[src/rtl/pipe_pkg.sv]
// ---------------------------------------------------------------------------
// pipe_pkg
//  Shared definitions for the fetch-PC sequencer of the 32-bit MIPS pipeline:
//  default reset PC, jump offset width, redirect-kind encoding and the
//  sequencer FSM state encoding.
// ---------------------------------------------------------------------------
package pipe_pkg;

    localparam logic [31:0] RESET_PC_DEF = 32'h0000_0000;
    localparam int          OFFS_W_DEF   = 26;

    // Kind of redirect carried with a target (pending register and arbitration)
    typedef enum logic [1:0] {
        REDIR_NONE = 2'd0,
        REDIR_J    = 2'd1,
        REDIR_BR   = 2'd2
    } redir_kind_t;

    // Sequencer FSM states
    typedef enum logic [1:0] {
        ST_BOOT = 2'd0,
        ST_RUN  = 2'd1,
        ST_HOLD = 2'd2
    } pc_state_t;

endpackage

[src/rtl/Shift_Concatinate.sv]
// ---------------------------------------------------------------------------
// Shift_Concatinate
//  J-format jump-target builder: {pc4[31:OFFS_W+2], offset, 2'b00}.
//  Ports:
//   offset  in   OFFS_W  J-format target field
//   pc4     in   32      PC+4 of the jump (only the upper region is used)
//   target  out  32      word-aligned jump target
// ---------------------------------------------------------------------------
module Shift_Concatinate #(
    parameter int OFFS_W = 26
) (
    input  logic [OFFS_W-1:0] offset,
    input  logic [31:0]       pc4,
    output logic [31:0]       target
);

    // The low bits of pc4 are replaced by the shifted offset and never read.
    logic unused_pc4_s;

    assign target       = {pc4[31:OFFS_W+2], offset, 2'b00};
    assign unused_pc4_s = ^pc4[OFFS_W+1:0];

endmodule

[src/rtl/pc_sequencer.sv]
// ---------------------------------------------------------------------------
// pc_sequencer
//  Owns the fetch PC. Selects PC+4, a jump target or a branch target,
//  arbitrates simultaneous redirects (branch wins, being older), holds a
//  redirect that arrives during a stall and applies it on the first
//  unstalled edge, and emits one-cycle registered flush pulses.
//  Ports:
//   clk, rst                 clock, asynchronous active-high reset
//   stall_in                 hazard unit: hold PC this cycle
//   jump_valid/offset/pc4    J instruction in ID
//   branch_valid/target      taken branch resolved in EX
//   pc_out, pc_plus4_out     current fetch address and its successor
//   fetch_valid              0 only in BOOT
//   flush_if_id, flush_id_ex squash pulses (branch: both, jump: IF/ID only)
//   redirect_pend            a held redirect waits for the stall to drop
// ---------------------------------------------------------------------------
module pc_sequencer
    import pipe_pkg::*;
#(
    parameter logic [31:0] RESET_PC = RESET_PC_DEF,
    parameter int          OFFS_W   = OFFS_W_DEF
) (
    input  logic              clk,
    input  logic              rst,
    input  logic              stall_in,
    input  logic              jump_valid,
    input  logic [OFFS_W-1:0] jump_offset,
    input  logic [31:0]       jump_pc4,
    input  logic              branch_valid,
    input  logic [31:0]       branch_target,
    output logic [31:0]       pc_out,
    output logic [31:0]       pc_plus4_out,
    output logic              fetch_valid,
    output logic              flush_if_id,
    output logic              flush_id_ex,
    output logic              redirect_pend
);

    pc_state_t   state_r;
    pc_state_t   state_next_s;
    logic [31:0] pc_r;
    logic [31:0] pc_next_s;
    logic [31:0] pend_target_r;
    logic [31:0] pend_target_next_s;
    redir_kind_t pend_kind_r;
    redir_kind_t pend_kind_next_s;
    logic        flush_if_id_r;
    logic        flush_id_ex_r;
    logic        flush_if_id_next_s;
    logic        flush_id_ex_next_s;
    logic [31:0] jump_target_s;
    logic [31:0] merged_target_s;
    redir_kind_t merged_kind_s;

    Shift_Concatinate #(
        .OFFS_W (OFFS_W)
    ) u_jump_target (
        .offset (jump_offset),
        .pc4    (jump_pc4),
        .target (jump_target_s)
    );

    // Merge any pending redirect with this cycle's requests. In RUN the
    // pending kind is always NONE, so the same rules give plain arbitration:
    // a branch always wins; a jump never displaces a pending branch.
    always_comb begin
        merged_kind_s   = pend_kind_r;
        merged_target_s = pend_target_r;
        if (branch_valid) begin
            merged_kind_s   = REDIR_BR;
            merged_target_s = branch_target;
        end else if (jump_valid && (pend_kind_r != REDIR_BR)) begin
            merged_kind_s   = REDIR_J;
            merged_target_s = jump_target_s;
        end else begin
            merged_kind_s   = pend_kind_r;
            merged_target_s = pend_target_r;
        end
    end

    // Next-state, next-PC, pending-register and flush decisions.
    always_comb begin
        state_next_s       = state_r;
        pc_next_s          = pc_r;
        pend_target_next_s = pend_target_r;
        pend_kind_next_s   = pend_kind_r;
        flush_if_id_next_s = 1'b0;
        flush_id_ex_next_s = 1'b0;
        case (state_r)
            ST_BOOT: begin
                state_next_s = ST_RUN;
            end
            ST_RUN, ST_HOLD: begin
                if (merged_kind_s == REDIR_NONE) begin
                    // Only reachable in RUN: sequential fetch or stall.
                    if (stall_in) begin
                        pc_next_s = pc_r;
                    end else begin
                        pc_next_s = pc_r + 32'd4;
                    end
                end else if (stall_in) begin
                    // Redirect cannot be applied yet; flushes defer with it.
                    pend_kind_next_s   = merged_kind_s;
                    pend_target_next_s = merged_target_s;
                    state_next_s       = ST_HOLD;
                end else begin
                    pc_next_s          = merged_target_s;
                    pend_kind_next_s   = REDIR_NONE;
                    pend_target_next_s = 32'h0000_0000;
                    state_next_s       = ST_RUN;
                    flush_if_id_next_s = 1'b1;
                    flush_id_ex_next_s = (merged_kind_s == REDIR_BR);
                end
            end
            default: begin
                // Illegal encoding: restart cleanly through BOOT.
                state_next_s       = ST_BOOT;
                pc_next_s          = RESET_PC;
                pend_kind_next_s   = REDIR_NONE;
                pend_target_next_s = 32'h0000_0000;
            end
        endcase
    end

    // State, PC, pending redirect and flush registers.
    always_ff @(posedge clk or posedge rst) begin
        if (rst) begin
            state_r       <= ST_BOOT;
            pc_r          <= RESET_PC;
            pend_target_r <= 32'h0000_0000;
            pend_kind_r   <= REDIR_NONE;
            flush_if_id_r <= 1'b0;
            flush_id_ex_r <= 1'b0;
        end else begin
            state_r       <= state_next_s;
            pc_r          <= pc_next_s;
            pend_target_r <= pend_target_next_s;
            pend_kind_r   <= pend_kind_next_s;
            flush_if_id_r <= flush_if_id_next_s;
            flush_id_ex_r <= flush_id_ex_next_s;
        end
    end

    assign pc_out        = pc_r;
    assign pc_plus4_out  = pc_r + 32'd4;
    assign fetch_valid   = (state_r != ST_BOOT);
    assign redirect_pend = (state_r == ST_HOLD);
    assign flush_if_id   = flush_if_id_r;
    assign flush_id_ex   = flush_id_ex_r;

endmodule

[config.mk]
export PLATFORM = sky130hd
export DESIGN_NAME = pc_sequencer
export DESIGN_NICKNAME = d
export VERILOG_FILES = /design/src/rtl/pipe_pkg.sv /design/src/rtl/Shift_Concatinate.sv /design/src/rtl/pc_sequencer.sv
export SDC_FILE = /design/constraint.sdc
export NUM_CORES = 1
export LEC_CHECK = 0
export BUFFER_PORTS_ARGS = -buffer_cell sky130_fd_sc_hd__buf_2
export CAP_MARGIN = 20
export CORE_MARGIN = 3
export CORE_UTILIZATION = 35
export DETAILED_ROUTE_END_ITERATION = 16
export GPL_TIMING_DRIVEN = 0
export MAX_ROUTING_LAYER = met4
export PLACE_DENSITY = 0.57
export REMOVE_ABC_BUFFERS = 1
export SETUP_SLACK_MARGIN = 0.4
export SLEW_MARGIN = 15
export SYNTH_ARGS = -nofsm -noshare
export SYNTH_HDL_FRONTEND = slang
export SYNTH_SLANG_ARGS = --single-unit
export TNS_END_PERCENT = 10
[constraint.sdc]
create_clock -name clk -period 3.4 [get_ports clk]
set_input_delay 0.17 -clock clk [delete_from_list [all_inputs] [get_ports clk]]
set_output_delay 0.17 -clock clk [all_outputs]
set_load 0.02 [all_outputs]
==> After elaboration in Yosys (flattened, before gate mapping) <==
Index checks and enable logic that the tools add are counted.
{ "word_totals": {"register_bits": 70, "wordCells": 44} }
{ "classes": {"n_eq_ne": 6, "muxes": 23, "n_bitwise": 1, "add_sub_neg": 1, "reduce_logical": 7} }
{ "ops": {"columns": ["cell", "count"], "rows": [
  ["two-way mux 32 bit", 7],
  ["case mux 32 bit (2 select lines)", 2],
  ["adder 32 x 3 -> 32 bit, second input constant", 1],
  ["two-way mux 2 bit", 6],
  ["case mux 2 bit (2 select lines)", 2],
  ["two-way mux 1 bit", 6],
  ["!= test 2 bit, second input constant", 3],
  ["equality test 2 bit, second input constant", 2],
  ["logical NOT 2 bit", 2],
  ["AND reduction 2 bit", 2],
  ["equality test 2 x 1 -> 1 bit, second input constant", 1],
  ["nonzero test 2 bit", 1],
  ["OR reduction 2 bit", 1],
  ["logical AND 1 bit", 1],
  ["inverter 1 bit", 1]
]} }

==> Depth between registers and ports, before layout <==
Gate-level depths: netlist of the first run.
{ "logic_depth": {"ltp_word": 8, "mapped_depth": 9, "mapped_depth_nobuf": 7} }

==> Modules after synthesis <==
Synthesis of the first run repeated with hierarchy kept, for this count alone.
{ "unflattened": {"cells_unflattened": 546, "area_unflattened_um2": 4725.8} }
{ "modules_own_cells": {"columns": ["mod", "cells_per_inst", "instances", "seq_area_each_um2", "area_each_um2"], "rows": [
  ["pc_sequencer", 513, 1, 1751.7, 4481.8],
  ["Shift_Concatinate", 33, 1, 0.0, 244.0]
]} }

==> Worst setup path before layout of the first run <==
OpenSTA, ideal clock, no wires.
{ "synth_path": {"path_kind": "register to output", "start": "register pc_r[2] (netlist: pc_out[2])", "end": "output pc_plus4_out[30]", "setup_slack_ns": 0.597, "path_stages_with_launch": 9, "t_required_ns": 3.230, "path_buffers": 2, "t_arrival_ns": 2.633, "path_cell_list": "dfrtp_1 ha_1 nand3_4 or4_1 buf_2 or3_4 buf_6 nor2_1 xor2_1"} }
{ "synth_via": {"elab_chain_cells": 1} }
{ "synth_rtl": {"columns": ["element", "line_no", "rtl"], "rows": [
  ["start, declared", "pc_sequencer.sv:41", "logic [31:0] pc_r;"],
  ["start signal, assigned", "pc_sequencer.sv:136", "pc_r <= pc_next_s;"],
  ["adder 32 x 3 -> 32 bit", "pc_sequencer.sv:145", "assign pc_plus4_out = pc_r + 32'd4;"],
  ["end, declared", "pc_sequencer.sv:32", "output logic [31:0] pc_plus4_out,"]
]} }
No other way between the ends.

==> Worst setup path in the final report of the first run <==
Ends and elaborated chain as after synthesis.

==> results of run 1 <==
-- cells in the final DEF (no fill, tap or decap), types with 10 or more instances in the layout --
master   netlist  layout
nand3_1       26      26
a31oi_1       11      11
nor2_1        36      33
dfrtp_1       70      69
buf_2          2     134
inv_1         15      14
xor2_1        13      13
xnor2_1       14      14
o21ai_0       44      44
a21oi_1       16      16
mux2i_1       10      10
nand2_1       58      57
a22o_1        28      28
-- cells by family after synthesis --
kind of cell / after synthesis / share of synthesized area
buffers and inverters: 55 / 0.0502
multiplexers: 10 / 0.0225
AND/OR/NAND/NOR: 182 / 0.206
flip-flops: 70 / 0.393
adder cells (fa/ha/maj): 4 / 0.0112
AO/OA/AOI/OAI: 167 / 0.264
XOR/XNOR: 27 / 0.0531
-- timing repair --
action,CTS,global route
hold buffers,1,0
endpoints found under the setup margin,3,18
endpoints found under the hold margin,29,0
resized for setup,2,2
-- per-layer routing --
metal / global-route usage / routed length, um / vias to the layer above / part of all wire
met4: 0.0297 / 103 / 0 / 0.0070
met3: 0.0446 / 1070 / 11 / 0.072
met5: - / 0 / - / 0
li1: - / - / 2134 / -
met1: 0.301 / 6880 / 2184 / 0.47
met2: 0.326 / 6730 / 219 / 0.46
-- through the flow --
stage / TNS, ps / utilization / total power [uW] / hold slack (ps)
2_1_floorplan: 0 / - / 3110 / 313
3_3_place_gp: -54680 / 0.423 / 3930 / 449
3_5_place_dp: 0 / 0.431 / 4040 / 212
4_1_cts: 0 / 0.460 / 5110 / 157
5_1_grt: 0 / 0.463 / 5450 / 183
6_report: 0 / 0.463 / 5120 / 164
-- flip-flops by register name, indices dropped and copies added (netlist names) --
| signal | count |
|---|---|
| pend_kind_r | 2 |
| state_r | 2 |
| pc_out | 32 |
| pend_target_r | 32 |
| flush_if_id | 1 |
| flush_id_ex | 1 |
-- final cells by class --
class	count	share of cell area
sequential	70	0.310
timing repair buffer	142	0.140
clock buffer	11	0.0447
multi-input combinational	390	0.444
clock inverter	5	0.0144
inverter	15	0.0104
tap	168	0.0371
-- critical path, stage by stage, from the launching register on --
cell     delay (ps)
dfrtp_1         490
ha_2            300
nand3_4         170
or4_4           630
or3_4           450
nor2_1          140
xor2_1          140
buf_2           180
-- worst max-delay path by stage --
stage | startpoint | endpoint | slack (ps) | depth (start not counted)
6_report | pc_out[2] | pc_plus4_out[30] | 400 | 7
5_1_grt | pc_out[2] | pc_plus4_out[31] | 230 | 6
4_1_cts | pc_out[4] | pc_plus4_out[31] | 400 | 6
3_5_place_dp | branch_valid | pend_target_r[18] | 580 | 8
3_3_place_gp | branch_valid | pend_target_r[14] | -1690 | 6
2_1_floorplan | pend_kind_r[1] | pend_target_r[10] | 140 | 5
-- power by group --
part / internal, uW / switching [uW]
sequential: 1180 / 403
clock: 682 / 366
combinational: 895 / 1590
==> key figures, run 1 <==
Status
  – Status: completed

Place
  – HPWL Detailed: 10.3 mm
  – DP Worst Slack: 584 ps
  – Gpl congestion: 0.871
  – Dpl cells: 782
  – PortBufs: 134
  – Post-DP Area: 5270 um2

Drt
  – Residual DRC: 0
  – WL final: 14.8 mm
  – Pre-Repair DR Iteration Count: 5
  – Via density: 5.68
  – Routed len/inst: 18.4 um
  – Starting DRT DRC Count: 508
  – Vias: 4,548
  – Antenna viol nets, final: 0

Clocking
  – CTS root buf: clkbuf_16
  – Maximum level of the CTS H-tree: 3
  – TritonCTS buffer count: 9
  – CTS sink count: 70
  – CTS Buffer Depth: 2
  – Worst-Skew Late Latency: 330 ps
  – CTS tree: yes
  – Post-CTS Repair Setup Buffers: 0
  – Clock slew at reported path FFs: 60 ps

Synth
  – Post-synth top area share: 0.393
  – Most common flop cell mapped by yosys: dfrtp_1
  – Ranking of synthesized cells by area: dfrtp_1 39%, a22o_1 5.5%, o21ai_0 4.9%, nand2_1 4.9%, nor2_1 3.0%
  – Number of synthesized flops with an enable pin: 0
  – Synth warn: 0
  – Syn Std Cell Area: 4460 um2
  – Most frequent cell after synthesis: dfrtp_1
  – #FFs+latches synth: 70
  – Synth Area per Inst: 8.65 um2
  – FFs w/ async S/R, synth: 1.00
  – Cell count after synthesis: 515
  – Most instantiated cells after synthesis: 70 x dfrtp_1, 58 x nand2_1, 44 x o21ai_0, 36 x nor2_1, 34 x clkbuf_1
  – Synth unique cells: 57
  – Register area share after synthesis: 0.393
  – Yosys top cell by area: dfrtp_1

Worst hold path
  – WHS Endpoint: state_r[1]
  – Hold Path Origin: stall_in
  – Worst hold path class: primary input to register
  – Hold depth: 3

Cells and area
  – Fillers: 1,261
  – Area Growth Syn to Fin: 27.0%
  – Antenna cells: 0
  – Post-route non-filler standard cell count: 801
  – Finished layout cell area: 5660 um2
  – Reg area: 1750 um2
  – Layout cells sized above 1: 0.276
  – Multi-input logic area: 2510 um2
  – Nets: 727

GRT
  – Global-route wire length before repair: 23.5 mm
  – Largest net degree at the start of global routing: 42
  – Gr ovfl total: 0
  – Vias in the first global route: 4,350
  – GRT Overall Usage: 0.213
  – Initial antenna violation count: 0

Floorplanning
  – Rows: 40
  – Io pins: 163
  – Die height: 119 um
  – Die X: 119 um
  – Initial Util: 0.365
  – Core ar.: 12,200 um2
  – Die area: 14,100 um2

Pwr
  – Maximum vdd drop: 0.432 mV
  – Pleak: 0.00277 uW
  – Pwr per Cell Area: 904 nW/um2

STA
  – Tmin final: 3000 ps
  – Slew Limit Fails: 0
  – Final Skew: 7.93 ps
  – Rel. slew slack: 0.321
  – Period utilization: 0.884
  – Top achievable clock speed: 0.333 GHz
  – Worst slew pin tran: 1020 ps
  – Fin. Hold Viols: 0
  – Final worst slack: 395 ps
  – Final setup vio count: 0
  – RSZ-0062 raised after global routing: true

Critical path
  – R2r worst-path depth: 7
  – Worst path required time: 3230 ps
  – CP max FO: 10
  – Crit path capture type: output port
  – Reg-to-reg critical path startpoint: state_r[1]
  – CP startpoint kind: register
  – R2r setup slk: 510 ps
  – Crit Path Class: register to output port
  – RR Endpoint: pc_out[15]
  – WP data arrival: 2830 ps

Job
  – MaxCap Viol Count: 0
Note: power is estimated with default switching activity, not from simulation.
==> run 2, diff against run 1 <==
CORE_MARGIN = 2   (was 3)
==> key figures, run 2 (synthesized netlist as in run 1, its figures left out) <==
Pwr
  – Clock power share: 0.194 (was 0.205)
  – Sw frac: 0.470 (was 0.460)
  – Total Power: 5020 uW (was 5120 uW)
  – Maximum vdd drop: 0.376 mV (was 0.432 mV)
  – Pleak: 0.00274 uW (was 0.00277 uW)
  – Cell internal pwr: 2660 uW (was 2760 uW)
  – Pwr per Cell Area: 893 nW/um2 (was 904 nW/um2)
  – Sw Pwr: 2360 uW (was 2350 uW)
  – Reg power frac: 0.315 (was 0.310)
  – Combinational share of power: 0.491 (was 0.485)

Drt
  – Starting DRT DRC Count: 442 (was 508)
  – WL final: 14.6 mm (was 14.8 mm)
  – Vias: 4,503 (was 4,548)
  – Routed len/inst: 18.2 um (was 18.4 um)
  – Residual DRC: 0 (unchanged)
  – Via density: 5.61 (was 5.68)
  – Antenna viol nets, final: 0 (unchanged)
  – Pre-Repair DR Iteration Count: 5 (unchanged)

Critical path
  – Worst path required time: 3230 ps (about the same)
  – CP max-delay cell: or4_1 (was or4_4)
  – Crit Path Class: register to output port (unchanged)
  – CP max FO: 7 (was 10)
  – Most common cell on crit path: or4_1
  – WP data arrival: 2880 ps (was 2830 ps)
  – Crit path capture type: output port (unchanged)
  – Crit path largest cell delay: 680 ps (was 630 ps)
  – CP startpoint kind: register (unchanged)
  – Worst-path cell chain: nand4_2 -> or4_1 -> or4_1 -> xor2_1 -> inv_1 -> buf_2 (was ha_2 -> nand3_4 -> or4_4 -> or3_4 -> nor2_1 -> xor2_1 -> buf_2)

Floorplanning
  – Io pins: 163 (unchanged)
  – Die X: 117 um (was 119 um)
  – Die area: 13,700 um2 (was 14,100 um2)
  – Initial Util: 0.356 (was 0.365)
  – Rows: 41 (was 40)
  – Core ar.: 12,500 um2 (was 12,200 um2)
  – Die height: 117 um (was 119 um)

Cells and area
  – Nets: 725 (was 727)
  – Fillers: 1,285 (was 1,261)
  – Final design utilization: 0.450 (was 0.463)
  – Layout cells sized above 1: 0.276 (about the same)
  – Commonest non-fill, non-tap cell in the layout: buf_2 (unchanged)
  – Most frequent cells in the layout: 134 x buf_2, 69 x dfrtp_1, 57 x nand2_1 (unchanged)
  – Area Growth Syn to Fin: 26.2% (was 27.0%)
  – Antenna cells: 0 (unchanged)

STA
  – Top achievable clock speed: 0.328 GHz (was 0.333 GHz)
  – Final worst slack: 348 ps (was 395 ps)
  – Slew Limit Fails: 0 (unchanged)
  – Tmin final: 3050 ps (was 3000 ps)
  – Fin. Hold Viols: 0 (unchanged)
  – RSZ-0062 raised after global routing: true (unchanged)
  – Final Skew: 8.10 ps (was 7.93 ps)
  – Rel. slew slack: 0.363 (was 0.321)
  – Final setup vio count: 0 (unchanged)
  – Worst slew pin tran: 953 ps (was 1020 ps)
  – Period utilization: 0.898 (was 0.884)

Status
  – Status: completed (unchanged)

Place
  – PortBufs: 134 (unchanged)
  – Gpl congestion: 0.827 (was 0.871)
  – HPWL Detailed: 10.3 mm (about the same)
  – DP Worst Slack: 488 ps (was 584 ps)

Job
  – MaxCap Viol Count: 0 (unchanged)

GRT
  – Largest net degree at the start of global routing: 53 (was 42)
  – Vias in the first global route: 4,374 (was 4,350)
  – Initial antenna violation count: 0 (unchanged)
  – GRT Overall Usage: 0.226 (was 0.213)
  – Gr ovfl total: 0 (unchanged)
  – Global-route wire length before repair: 23.2 mm (was 23.5 mm)

Clocking
  – CTS tree: yes (unchanged)
  – Worst-Skew Late Latency: 330 ps (about the same)
  – TritonCTS buffer count: 9 (unchanged)
  – CTS sink count: 70 (unchanged)
  – Maximum level of the CTS H-tree: 3 (unchanged)
  – CTS root buf: clkbuf_16 (unchanged)
  – Clock slew at reported path FFs: 60 ps (about the same)
  – CTS Buffer Depth: 2 (unchanged)

Worst hold path
  – Worst hold path class: primary input to register (unchanged)
run 2: cell count changes in the layout (fill, tap and decap cells not counted), sizes merged:
| cell | previous run | this run |
|---|---|---|
| bufinv | 2 | 1 |
| inv | 15 | 16 |
| clkinvlp | 1 | 3 |
| clkbuf | 11 | 10 |
| buf | 141 | 139 |
| clkinv | 2 | 1 |
run 2: power by group through the flow:
stage	registers, uW	logic, uW	clock network, uW
after floorplan	1700	1410	0
final	1580	2470	974
after CTS	1580	2460	985
after detailed placement	1590	2450	0
after global placement	1570	2350	0
after global routing	1640	2700	1020
run 2: worst paths after layout:
path                              startpoint                 to  slack, ps  cells past startpoint
hold reg to reg            pend_target_r[28]  pend_target_r[28]        470                      2
min in group asynchronous                rst   pend_target_r[7]        330                      3
setup / recovery                   pc_out[4]   pc_plus4_out[31]        350                      6
max in group asynchronous                rst  pend_target_r[27]       2510                      4
setup reg to reg                  state_r[0]          pc_out[5]        550                      7
hold / removal                      stall_in         state_r[1]        150                      3
run 2: routing by layer:
layer  up-vias  track usage  wire length, um
li1       2130            -                -
met2       181        0.366             6910
met4         0       0.0525              189
met5         -            -                0
met3        14       0.0335              925
met1      2178        0.303             6580
run 2: final cells by class:
class | instances | area (um2) | area share
Multi-Input combinational cell | 390 | 2510 | 0.447
Sequential cell | 70 | 1750 | 0.312
Timing Repair Buffer | 140 | 778 | 0.138
Clock buffer | 10 | 239 | 0.0425
Tap cell | 172 | 215 | 0.0382
Clock inverter | 6 | 70.1 | 0.0125
Inverter | 15 | 58.8 | 0.0105
run 2: metrics by stage:
stage | setup TNS, ps | cell area [um2] | hold slack (ps) | std cells
finish | 0 | 5630 | 153 | 803
global route | 0 | 5630 | 195 | 803
CTS | 0 | 5590 | 147 | 802
detailed placement | 0 | 5260 | 147 | 785
global placement | -56340 | 5170 | 450 | 781
floorplan | 0 | 4290 | 313 | 475
run 2: critical path, delay by kind of cell, from the launching register on:
kind          cells  cell delay (ps)
simple gates      3             1540
flops             1              520
xor+xnor          1              240
buf+inv           2              240
run 2: what timing repair did:
action	in CTS	in global routing
resized for setup	3	1
hold endpoints to repair	18	0
hold buffers	1	0
setup endpoints to repair	3	14
setup buffers	0	0
